--- src/rtl/vga_sync_gen.sv ---
// VGA timing generator: 640x480@60 sync, visible-area flag and pixel coordinates.
// Runs on the master clock and advances one pixel per pix_en strobe.
module vga_sync_gen #(
   parameter int H_DISPLAY = 640,
   parameter int H_FRONT   = 16,
   parameter int H_SYNC    = 96,
   parameter int H_BACK    = 48,
   parameter int V_DISPLAY = 480,
   parameter int V_FRONT   = 10,
   parameter int V_SYNC    = 2,
   parameter int V_BACK    = 33,
   parameter int SYNC_POL  = 0
) (
   input  logic       original_clk,
   input  logic       reset,
   input  logic       pix_en,
   output logic       hsync,
   output logic       vsync,
   output logic       video_on,
   output logic [9:0] pixel_x,
   output logic [9:0] pixel_y,
   output logic       frame_tick
);

   localparam logic [9:0] H_MAX =
      10'(H_DISPLAY + H_FRONT + H_SYNC + H_BACK - 1);
   localparam logic [9:0] V_MAX =
      10'(V_DISPLAY + V_FRONT + V_SYNC + V_BACK - 1);
   localparam logic [9:0] H_VIS = 10'(H_DISPLAY);
   localparam logic [9:0] V_VIS = 10'(V_DISPLAY);
   localparam logic [9:0] HS_BEG = 10'(H_DISPLAY + H_FRONT);
   localparam logic [9:0] HS_END = 10'(H_DISPLAY + H_FRONT + H_SYNC - 1);
   localparam logic [9:0] VS_BEG = 10'(V_DISPLAY + V_FRONT);
   localparam logic [9:0] VS_END = 10'(V_DISPLAY + V_FRONT + V_SYNC - 1);
   localparam logic       ACT = (SYNC_POL != 0);

   logic [9:0] hn;
   logic [9:0] vn;
   logic       h_wrap;
   logic       f_wrap;
   logic       hs_n;
   logic       vs_n;
   logic       von_n;

   // Outputs are decoded from the next counts so they line up with pixel_x/y.
   always_comb begin
      h_wrap = (pixel_x == H_MAX);
      f_wrap = h_wrap && (pixel_y == V_MAX);
      hn     = h_wrap ? 10'd0 : pixel_x + 10'd1;
      vn     = pixel_y;
      if (h_wrap) begin
         vn = (pixel_y == V_MAX) ? 10'd0 : pixel_y + 10'd1;
      end
      hs_n  = ((hn >= HS_BEG) && (hn <= HS_END)) ? ACT : ~ACT;
      vs_n  = ((vn >= VS_BEG) && (vn <= VS_END)) ? ACT : ~ACT;
      von_n = (hn < H_VIS) && (vn < V_VIS);
   end

   always_ff @(posedge original_clk) begin
      if (reset) begin
         pixel_x    <= 10'd0;
         pixel_y    <= 10'd0;
         hsync      <= ~ACT;
         vsync      <= ~ACT;
         video_on   <= 1'b0;
         frame_tick <= 1'b0;
      end else begin
         frame_tick <= 1'b0;
         if (pix_en) begin
            pixel_x    <= hn;
            pixel_y    <= vn;
            hsync      <= hs_n;
            vsync      <= vs_n;
            video_on   <= von_n;
            frame_tick <= f_wrap;
         end
      end
   end

endmodule

--- config.mk ---
export PLATFORM = sky130hd
export DESIGN_NAME = vga_sync_gen
export DESIGN_NICKNAME = d
export VERILOG_FILES = /design/src/rtl/vga_sync_gen.sv
export SDC_FILE = /design/constraint.sdc
export NUM_CORES = 1
export LEC_CHECK = 0
export ABC_AREA = 1
export CAP_MARGIN = 10
export CORE_ASPECT_RATIO = 0.7
export CORE_MARGIN = 1.5
export CORE_UTILIZATION = 40
export CTS_BUF_LIST = sky130_fd_sc_hd__clkbuf_8
export CTS_CLUSTER_DIAMETER = 120
export CTS_CLUSTER_SIZE = 40
export DETAILED_ROUTE_END_ITERATION = 16
export GPL_TIMING_DRIVEN = 0
export PLACE_DENSITY = 0.71
export SYNTH_ARGS = -nofsm -noshare
export SYNTH_HDL_FRONTEND = slang
export SYNTH_SLANG_ARGS = --single-unit
--- constraint.sdc ---
create_clock -name original_clk -period 1.9 [get_ports original_clk]
set_input_delay 0.19 -clock original_clk [delete_from_list [all_inputs] [get_ports original_clk]]
set_output_delay 0.19 -clock original_clk [all_outputs]
set_load 0.02 [all_outputs]
==> impl_metrics.toml, run 1 <==
[sta]
min_period_ns = 1.802
drv_slew = 0
setup_viol = 0
fin_hold_ws_ns = 0.3169
layout_setup_ws_ns = 0.09756
slew_headroom_pct = 65.51
hold_violations = 0
fin_skew_ns = 0.003078
worstMarginPinSlew_ns = 0.5174
fmax_ghz = 0.5548
post-route-period-util_pct = 94.87

[clock_tree]
cts_buffers = 3
htreeDepth = 1
clk_pin_slew_ns = 0.09
clk_latency_ns = 0.27
cts_num_sinks = 24
cts_tree = "done"
cts_max_path_buffers = 2
clock_tree.root_cell = "clkbuf_8"

[grt]
antenna_found_initial = 0
grt_pass1_wl_um = 6693
busiest_layer = "met2"
grt_use_met3_pct = 5.500
gr-total-overflow = 0
grt_pass1_vias = 1453
grtUsageMet1_pct = 28.50
grt.total_usage_pct = 20.82
grtUsageMet2_pct = 33.93
grt_max_degree = 15

[floorplanning]
fp.dieArea_um2 = 4133
rows = 18
core_area_um2 = 3558
start_util_pct = 42.16
ios = 27
die_y_um = 54.24
fp.dieW_um = 76.20

[critical_path]
worstPathCellList = "ha_4, nand2_4, nor2_4, inv_2, nor2_4, buf_6, nand3_1, nand3_2, nand2_1, nor2_1, nand3_1, nand2_1, nand2_1"
cpPeakStageDelay_ns = 0.40
cp_max_fo = 5
crit_family = "simple AND/OR/NAND/NOR gates"
crit_path_start_kind = "flip-flop"
endpoint_kind = "flip-flop"
critPathBufInv = 2
cpMaxStageDelayCell = "dfxtp_4"
worstPathArrival_ns = 1.98
worstPathRequired_ns = 2.08
critPathMostFrequentCell = "nand2_1"
critPathKind = "flip-flop to flip-flop"

[yosys]
synthesis.nets = 242
ys_warn_count = 0
synth_edf_count = 0
synth_cells = 235
syn_avg_cell_area_um2 = 6.384
synth-seq-area-share_pct = 32.03
yosysTopAreaCellShare_pct = 32.03
synth_flop_cell = "dfxtp_1"
synth.cell_area_um2 = 1500
synth.area.top_cells = "dfxtp_1 32%, nand2_1 16%, nand3_1 7.3%, inv_1 7.3%, a21oi_1 5.0%"
synth_cell_types = 27
synth-seq-cells = 24
async_flop_share_pct = 0
netlist.top_cell.by_area = "dfxtp_1"

[routing]
viasPerCell = 5.266
via_count = 1701
dr.pass1.iters = 6
drt_wl_total_um = 4337
drtAntennaViolNets = 0
drcViolationCount = 0
avgRoutedWirePerCell_um = 13.43
drt_iter0_markers = 104

[min_path]
hold_path.class = "input port to flip-flop"

[cells_and_area]
diodes = 0
fill_cells = 355
final_common_cell = "nand2_1"
area_growth_pct = 34.53
final_net_count = 281
final_cell_mix = "62 x nand2_1, 29 x inv_1, 24 x clkdlybuf4s50_1"
drive_gt1_share_pct = 14.29

[power]
ir_worst_vdd_mv = 0.4161
p_seq_share_pct = 45.9
p_clk_share_pct = 37.3
p_switching_mw = 0.3380
switching_share_pct = 27.40
internal_power_mw = 0.8958
power-per-cell-area_nw_per_um2 = 611.3
leakage_nw = 0.8601
comb_power_share_pct = 16.9

[place]
dpl.hpwl_um = 2892
place_congestion = 0.8159
io_buffer_count = 24
place_ws_ns = -0.2287

[run_status]
status = "finished clean"

[run]
drv_cap = 0
## path summary, 6_finish.rpt
path | slack [ns] | from | depth (start not counted) | end
max reg2reg | 0.1 | pixel_x[0] | 13 | vsync
min | 0.32 | reset | 2 | video_on
min reg2reg | 0.48 | video_on | 2 | video_on
max | 0.1 | pixel_x[0] | 13 | vsync
## cell type report
type / count / area (um^2) / share of cell area, %
flip-flops and latches: 24 / 490.5 / 24.30
clock buffers: 3 / 41.29 / 2.046
multi-input cells: 173 / 928.4 / 46.00
plain buffers: 7 / 33.78 / 1.674
clock inverters: 1 / 30.03 / 1.488
inverters: 31 / 116.4 / 5.766
well taps: 50 / 62.56 / 3.100
repair buffers: 34 / 315.3 / 15.62
## power groups by stage
stage                     registers (mW)  logic [mW]  clock network (mW)
after CTS                          0.563       0.195               0.463
after detailed placement           0.574       0.192                   0
after floorplan                    0.597      0.0916                   0
after global routing               0.570       0.227               0.486
after global placement             0.575       0.191                   0
final                              0.566       0.208               0.460
## timing repair
| action | in CTS | in global routing |
|---|---|---|
| pin swaps | 1 | 4 |
| gates cloned | 0 | 1 |
| hold buffers | 0 | 0 |
| setup buffers | 0 | 9 |
| resized for setup | 5 | 15 |
| endpoints found under the setup margin | 3 | 3 |
## Yosys cell counts (all sizes together), types with 2 or more instances
| master | n |
|---|---|
| nor2 | 25 |
| xnor2 | 2 |
| nand4 | 8 |
| ha | 4 |
| a211oi | 3 |
| o211ai | 3 |
| o21ai | 16 |
| a21oi | 16 |
| clkbuf | 6 |
| nand2 | 65 |
| dfxtp | 24 |
| nand3 | 23 |
| xor2 | 3 |
| inv | 31 |
## routing by layer
layer	wire, um	vias up
met5	0	-
met4	10	0
met3	385	4
met2	1828	84
met1	2113	769
li1	-	844
## through the flow
| step | total power, mW | std cells | TNS (ns) | cell area (um^2) | utilization, % |
|---|---|---|---|---|---|
| finish | 1.234 | 323 | 0 | 2018 | 56.72 |
| floorplan | 0.6891 | 235 | 0 | 1500 | - |
| CTS | 1.221 | 313 | 0 | 1887 | 53.02 |
| global route | 1.284 | 323 | -0.02567 | 2018 | 56.72 |
| detailed placement | 0.7668 | 309 | -0.5302 | 1803 | 50.67 |
| global placement | 0.7658 | 309 | -0.5357 | 1803 | 50.67 |
## kinds of logic after synthesis
family | count (synthesis) | synth area share, %
simple gates | 124 | 36.78
compound gates | 40 | 14.93
buf+inv | 38 | 10.01
flops | 24 | 32.03
xor+xnor | 5 | 2.920
fa+ha+maj | 4 | 3.336
## registers in the layout (all words and copies together), names as in the netlist
signal      flops
pixel_x        10
frame_tick      1
hsync           1
pixel_y        10
video_on        1
vsync           1
(Power assumes the default switching activity.)
==> run 2, diff against run 1 <==
--- a/config.mk
+++ b/config.mk
@@ -9,13 +9,13 @@
 export CAP_MARGIN = 10
 export CORE_ASPECT_RATIO = 0.7
 export CORE_MARGIN = 1.5
-export CORE_UTILIZATION = 40
+export CORE_UTILIZATION = 50
 export CTS_BUF_LIST = sky130_fd_sc_hd__clkbuf_8
 export CTS_CLUSTER_DIAMETER = 120
 export CTS_CLUSTER_SIZE = 40
 export DETAILED_ROUTE_END_ITERATION = 16
 export GPL_TIMING_DRIVEN = 0
-export PLACE_DENSITY = 0.71
+export PLACE_DENSITY = 0.84
 export SYNTH_ARGS = -nofsm -noshare
 export SYNTH_HDL_FRONTEND = slang
 export SYNTH_SLANG_ARGS = --single-unit
==> run 2 against run 1 <==
Compared with the run above:
- combinational power grew 3%
- register-to-register slack got worse by 0.04 ns
- total power rose by 0.47%
- die area down 19%
- sequential power hardly changed
- count of clock-buffer cells in the layout unchanged
- clock power barely moved
- critical path type unchanged
- critical endpoint unchanged
==> impl_metrics.toml, run 2 (same netlist as run 1, synthesis figures left out) <==
[critical_path]
worstPathArrival_ns = 2.02
rrSetupSlack_ns = 0.06
critPathKind = "flip-flop to flip-flop"
endpoint_kind = "flip-flop"
worstSetupEndpoint = "vsync"
crit_start = "pixel_x[0]"
regToRegEndpoint = "vsync"
cp_max_fo = 6
worstRegToRegCells = 13
r2r-start = "pixel_x[0]"
worstPathRequired_ns = 2.08
crit_path_start_kind = "flip-flop"

[min_path]
hold_path.class = "input port to flip-flop"

[routing]
avgRoutedWirePerCell_um = 14.37
drtAntennaViolNets = 0
drt_wl_total_um = 4455
via_count = 1770
viasPerCell = 5.710
drcViolationCount = 0
dr.pass1.iters = 6
drt_iter0_markers = 159

[sta]
fmax_ghz = 0.5423
slew_headroom_pct = 66.01
min_period_ns = 1.844
rsz0062_at_grt = "true"
fin_skew_ns = 0.005785
post-route-period-util_pct = 97.06
setup_viol = 0
drv_slew = 0
worstMarginPinSlew_ns = 0.5099
hold_violations = 0
layout_setup_ws_ns = 0.05595

[run]
drv_cap = 0

[grt]
gr-total-overflow = 0
grt_pass1_wl_um = 6762
grt_pass1_vias = 1433
antenna_found_initial = 0
grt_max_degree = 15
grt.total_usage_pct = 26.97

[power]
leakage_nw = 0.8866
p_switching_mw = 0.3404
p_clk_share_pct = 36.9
power-per-cell-area_nw_per_um2 = 603.4
switching_share_pct = 27.46
p_total_mw = 1.240
p_seq_share_pct = 45.8
ir_worst_vdd_mv = 0.5234
comb_power_share_pct = 17.3
internal_power_mw = 0.8993

[place]
place_ws_ns = -0.1894
place_congestion = 0.8741
io_buffer_count = 24
dp_cells = 295
dpl.hpwl_um = 2927
place_area_um2 = 1785

[clock_tree]
htreeDepth = 1
cts_buffers = 3
cts_tree = "done"
cts-hold-fix-buffers = 0
clock_tree.root_cell = "clkbuf_8"
clk_pin_slew_ns = 0.09
cts_max_path_buffers = 2
cts_num_sinks = 24
clk_latency_ns = 0.27

[floorplanning]
core_area_um2 = 2823
fp.dieW_um = 68.47
start_util_pct = 53.15
rows = 16
ios = 27
fp.dieArea_um2 = 3343
die_y_um = 48.83

[cells_and_area]
fin_cells = 310
final_net_count = 282
final_common_cell = "nand2_1"
area_growth_pct = 36.95
largestRegisters = "pixel_x (10), pixel_y (10)"
multi_input_area_um2 = 949.7
final_util_pct = 72.78
diodes = 0
register_area_um2 = 490.5
drive_gt1_share_pct = 16.42
final_cell_mix = "59 x nand2_1, 29 x inv_1, 24 x clkdlybuf4s50_1"
fill_cells = 236
final_area_um2 = 2054

[run_status]
status = "finished clean"
-- run 2: cell count changes in the layout (fill, tap and decap cells not counted), sizes merged --
cell / before / now
clkbuf: 9 / 10
-- run 2: final cells by class --
class	count	share of cell area, %
plain buffers	7	1.827
clock buffers	3	2.010
clock inverters	1	1.462
inverters	31	5.664
multi-input cells	173	46.22
flip-flops and latches	24	23.87
well taps	36	2.192
repair buffers	35	16.75
-- run 2: worst min path at each step --
stage | start | to | slack [ns] | cells after the start
floorplan | reset | video_on | 0.50 | 2
global placement | vsync | vsync | 0.46 | 2
detailed placement | vsync | vsync | 0.45 | 2
CTS | reset | video_on | 0.33 | 2
global route | reset | video_on | 0.34 | 2
finish | reset | video_on | 0.32 | 2
-- run 2: metal layers --
| metal | global-route usage (%) | wire, um | up-vias |
|---|---|---|---|
| met5 | 0 | 0 | - |
| met4 | 4.333 | 45 | 0 |
| met3 | 8.776 | 378 | 12 |
| met2 | 38.94 | 1959 | 96 |
| met1 | 39.74 | 2073 | 811 |
| li1 | - | - | 851 |
-- run 2: critical path: stages (launching register included) --
cell and delay (ns):
dfxtp_4 0.40, ha_4 0.15, nand2_4 0.07, nor2_4 0.14, inv_2 0.06, nor2_4 0.19
buf_8 0.16, nand3_2 0.07, o21ai_1 0.10, nand2_1 0.09, nor2_2 0.13, nand3_1 0.08
nand2_1 0.06, nand2_1 0.05
-- run 2: power groups by stage --
stage | Combinational (mW) | Clock (mW) | Sequential, mW
3_5_place_dp | 0.190 | 0 | 0.576
2_1_floorplan | 0.0916 | 0 | 0.597
4_1_cts | 0.192 | 0.464 | 0.564
6_report | 0.214 | 0.458 | 0.567
3_3_place_gp | 0.187 | 0 | 0.575
5_1_grt | 0.234 | 0.487 | 0.570
-- run 2: timing repair --
item	4_1_cts	5_1_grt
pin swaps	1	8
gates cloned	0	1
resized for setup	5	23
setup buffers	1	9
setup endpoints to repair	3	5
-- run 2: stage by stage --
stage                     hold WS, ns  setup TNS (ns)
final                          0.3184               0
after global placement         0.4617         -0.2782
after CTS                      0.3285               0
after global routing           0.3362         -0.1171
after detailed placement       0.4535         -0.4127
after floorplan                0.4974               0
==> run 3, diff against run 2 <==
--- a/config.mk
+++ b/config.mk
@@ -9,13 +9,13 @@
 export CAP_MARGIN = 10
 export CORE_ASPECT_RATIO = 0.7
 export CORE_MARGIN = 1.5
-export CORE_UTILIZATION = 50
+export CORE_UTILIZATION = 54
 export CTS_BUF_LIST = sky130_fd_sc_hd__clkbuf_8
 export CTS_CLUSTER_DIAMETER = 120
 export CTS_CLUSTER_SIZE = 40
 export DETAILED_ROUTE_END_ITERATION = 16
 export GPL_TIMING_DRIVEN = 0
-export PLACE_DENSITY = 0.84
+export PLACE_DENSITY = 0.89
 export SYNTH_ARGS = -nofsm -noshare
 export SYNTH_HDL_FRONTEND = slang
 export SYNTH_SLANG_ARGS = --single-unit
==> run 3 against run 2 <==
Compared with the run above:
- fmax increased by 1.7%
- count of clock-buffer cells in the layout unchanged
- sequential power about the same
- register-to-register slack improved by 0.03 ns
- combinational power down 4%
- first-iteration DRC count is 3.8% higher
- clock skew decreased by 0.0031 ns
- hold slack improved by 0.072 ns
- worst setup slack gained 0.030 ns
- sequential share of layout area grew 1.8 points
- flip-flop and latch count is the same
- non-clock buffer count is 6 lower
==> impl_metrics.toml, run 3 (same netlist as run 1, synthesis figures left out) <==
[run_status]
status = "finished clean"

[grt]
grt_pass1_vias = 1337
grt_pass1_wl_um = 6127
grt_max_degree = 13
grt.total_usage_pct = 26.34
antenna_found_initial = 0
gr-total-overflow = 0

[routing]
wl_met1_um = 1786
dr.pass1.iters = 5
avgRoutedWirePerCell_um = 14.03
viasPerCell = 5.694
via_count = 1714
drt_iter0_markers = 165
route.met3.wl_um = 527
drt_wl_total_um = 4224
drtAntennaViolNets = 0
route.met2.wl_um = 1857
drcViolationCount = 0
top_layer = "met4"

[clock_tree]
cts_num_sinks = 24
htreeDepth = 1
cts_buffers = 3
clk_latency_ns = 0.27
clock_tree.root_cell = "clkbuf_8"
cts_tree = "done"
cts_max_path_buffers = 2
clk_pin_slew_ns = 0.08

[run]
drv_cap = 0

[power]
power-per-cell-area_nw_per_um2 = 564.7
p_total_mw = 1.075
ir_worst_vdd_mv = 0.5123
leakage_nw = 0.7962

[cells_and_area]
diodes = 0
final_net_count = 276
multi_input_area_um2 = 907.1
area_growth_pct = 26.94
final_util_pct = 74.61
register_area_um2 = 488.0
final_common_cell = "nand2_1"
final_cell_mix = "63 x nand2_1, 29 x inv_1, 24 x clkdlybuf4s50_1"
largestRegisters = "pixel_x (10), pixel_y (10)"
fill_cells = 199
final_area_um2 = 1904
drive_gt1_share_pct = 10.49
fin_cells = 301

[sta]
fmax_ghz = 0.5513
fin_hold_ws_ns = 0.3908
slew_headroom_pct = 62.35
setup_viol = 0
hold_violations = 0
worstMarginPinSlew_ns = 0.5648
fin_skew_ns = 0.002646
totalNegativeSetupSlack_ns = 0
min_period_ns = 1.814
layout_setup_ws_ns = 0.08626
post-route-period-util_pct = 95.46
drv_slew = 0

[critical_path]
r2r-start = "pixel_x[1]"
cpPeakStageDelay_ns = 0.39
crit_start = "pixel_x[1]"
worstPathRequired_ns = 2.07
cp_max_fo = 6
crit_path_start_kind = "flip-flop"
worstPathCellList = "ha_4, nand2_2, nor2_4, inv_2, nor2_4, buf_6, nand3_1, nand3_1, nand2_1, nor2_2, nand3_1, nand2_1, nand2_1"
critPathKind = "flip-flop to flip-flop"
worstPathArrival_ns = 1.98
endpoint_kind = "flip-flop"
cpMaxStageDelayCell = "dfxtp_4"

[floorplanning]
ios = 27
fp.dieW_um = 66
core_area_um2 = 2552
rows = 15
fp.dieArea_um2 = 3109
start_util_pct = 58.77
die_y_um = 47.10

[min_path]
hold_path.class = "input port to flip-flop"
hold_start = "pix_en"

[place]
dp_cells = 293
io_buffer_count = 24
place_congestion = 0.9575
place_ws_ns = -0.08710
dpl.hpwl_um = 2822
place_area_um2 = 1783
==> run 3: cell types whose count changed in the layout (fill, tap and decap cells not counted), moves of 2 or more <==
cell and delta:
buf_4 -5, dfxtp_1 +2, dfxtp_2 -2, nand2_1 +4, nand2_2 -2, nand2_4 -2
nor2_1 +2
==> run 3: repair_timing <==
item,CTS,global route
endpoints found under the setup margin,3,3
hold buffers,0,0
resized for setup,4,8
setup buffers,0,4
cloned,0,1
pin swaps,1,3
==> run 3: final cells by class <==
type,count,area share [%]
multi-input cells,173,47.63
flip-flops and latches,24,25.62
repair buffers,29,14.45
inverters,31,6.110
well taps,34,2.234
clock buffers,3,2.168
plain buffers,7,1.774
==> run 3: worst paths after layout <==
path | endpoint | slack, ns | cells after the start
setup / recovery | vsync | 0.09 | 13
hold / removal | pixel_y[7] | 0.39 | 3
setup reg to reg | vsync | 0.09 | 13
hold reg to reg | hsync | 0.49 | 2
==> run 3: layer usage <==
layer	track usage [%]	vias to the layer above
met5	0	-
met4	4.490	0
met3	7.434	12
met2	43.64	117
met1	35.68	754
li1	-	831
==> run 3: where the power goes <==
part | internal, mW | switching (mW) | leakage (nW)
sequential | 0.528 | 0.0369 | 0.198
combinational | 0.0833 | 0.122 | 0.576
clock | 0.142 | 0.164 | 0.0216
total | 0.753 | 0.322 | 0.796
==> run 3: critical path, delay by kind of cell (launching register included) <==
kind / cells / cell delay (ns)
AND/OR/NAND/NOR: 10 / 0.96
flip-flops: 1 / 0.39
buffers and inverters: 2 / 0.21
adder cells (fa/ha/maj): 1 / 0.14
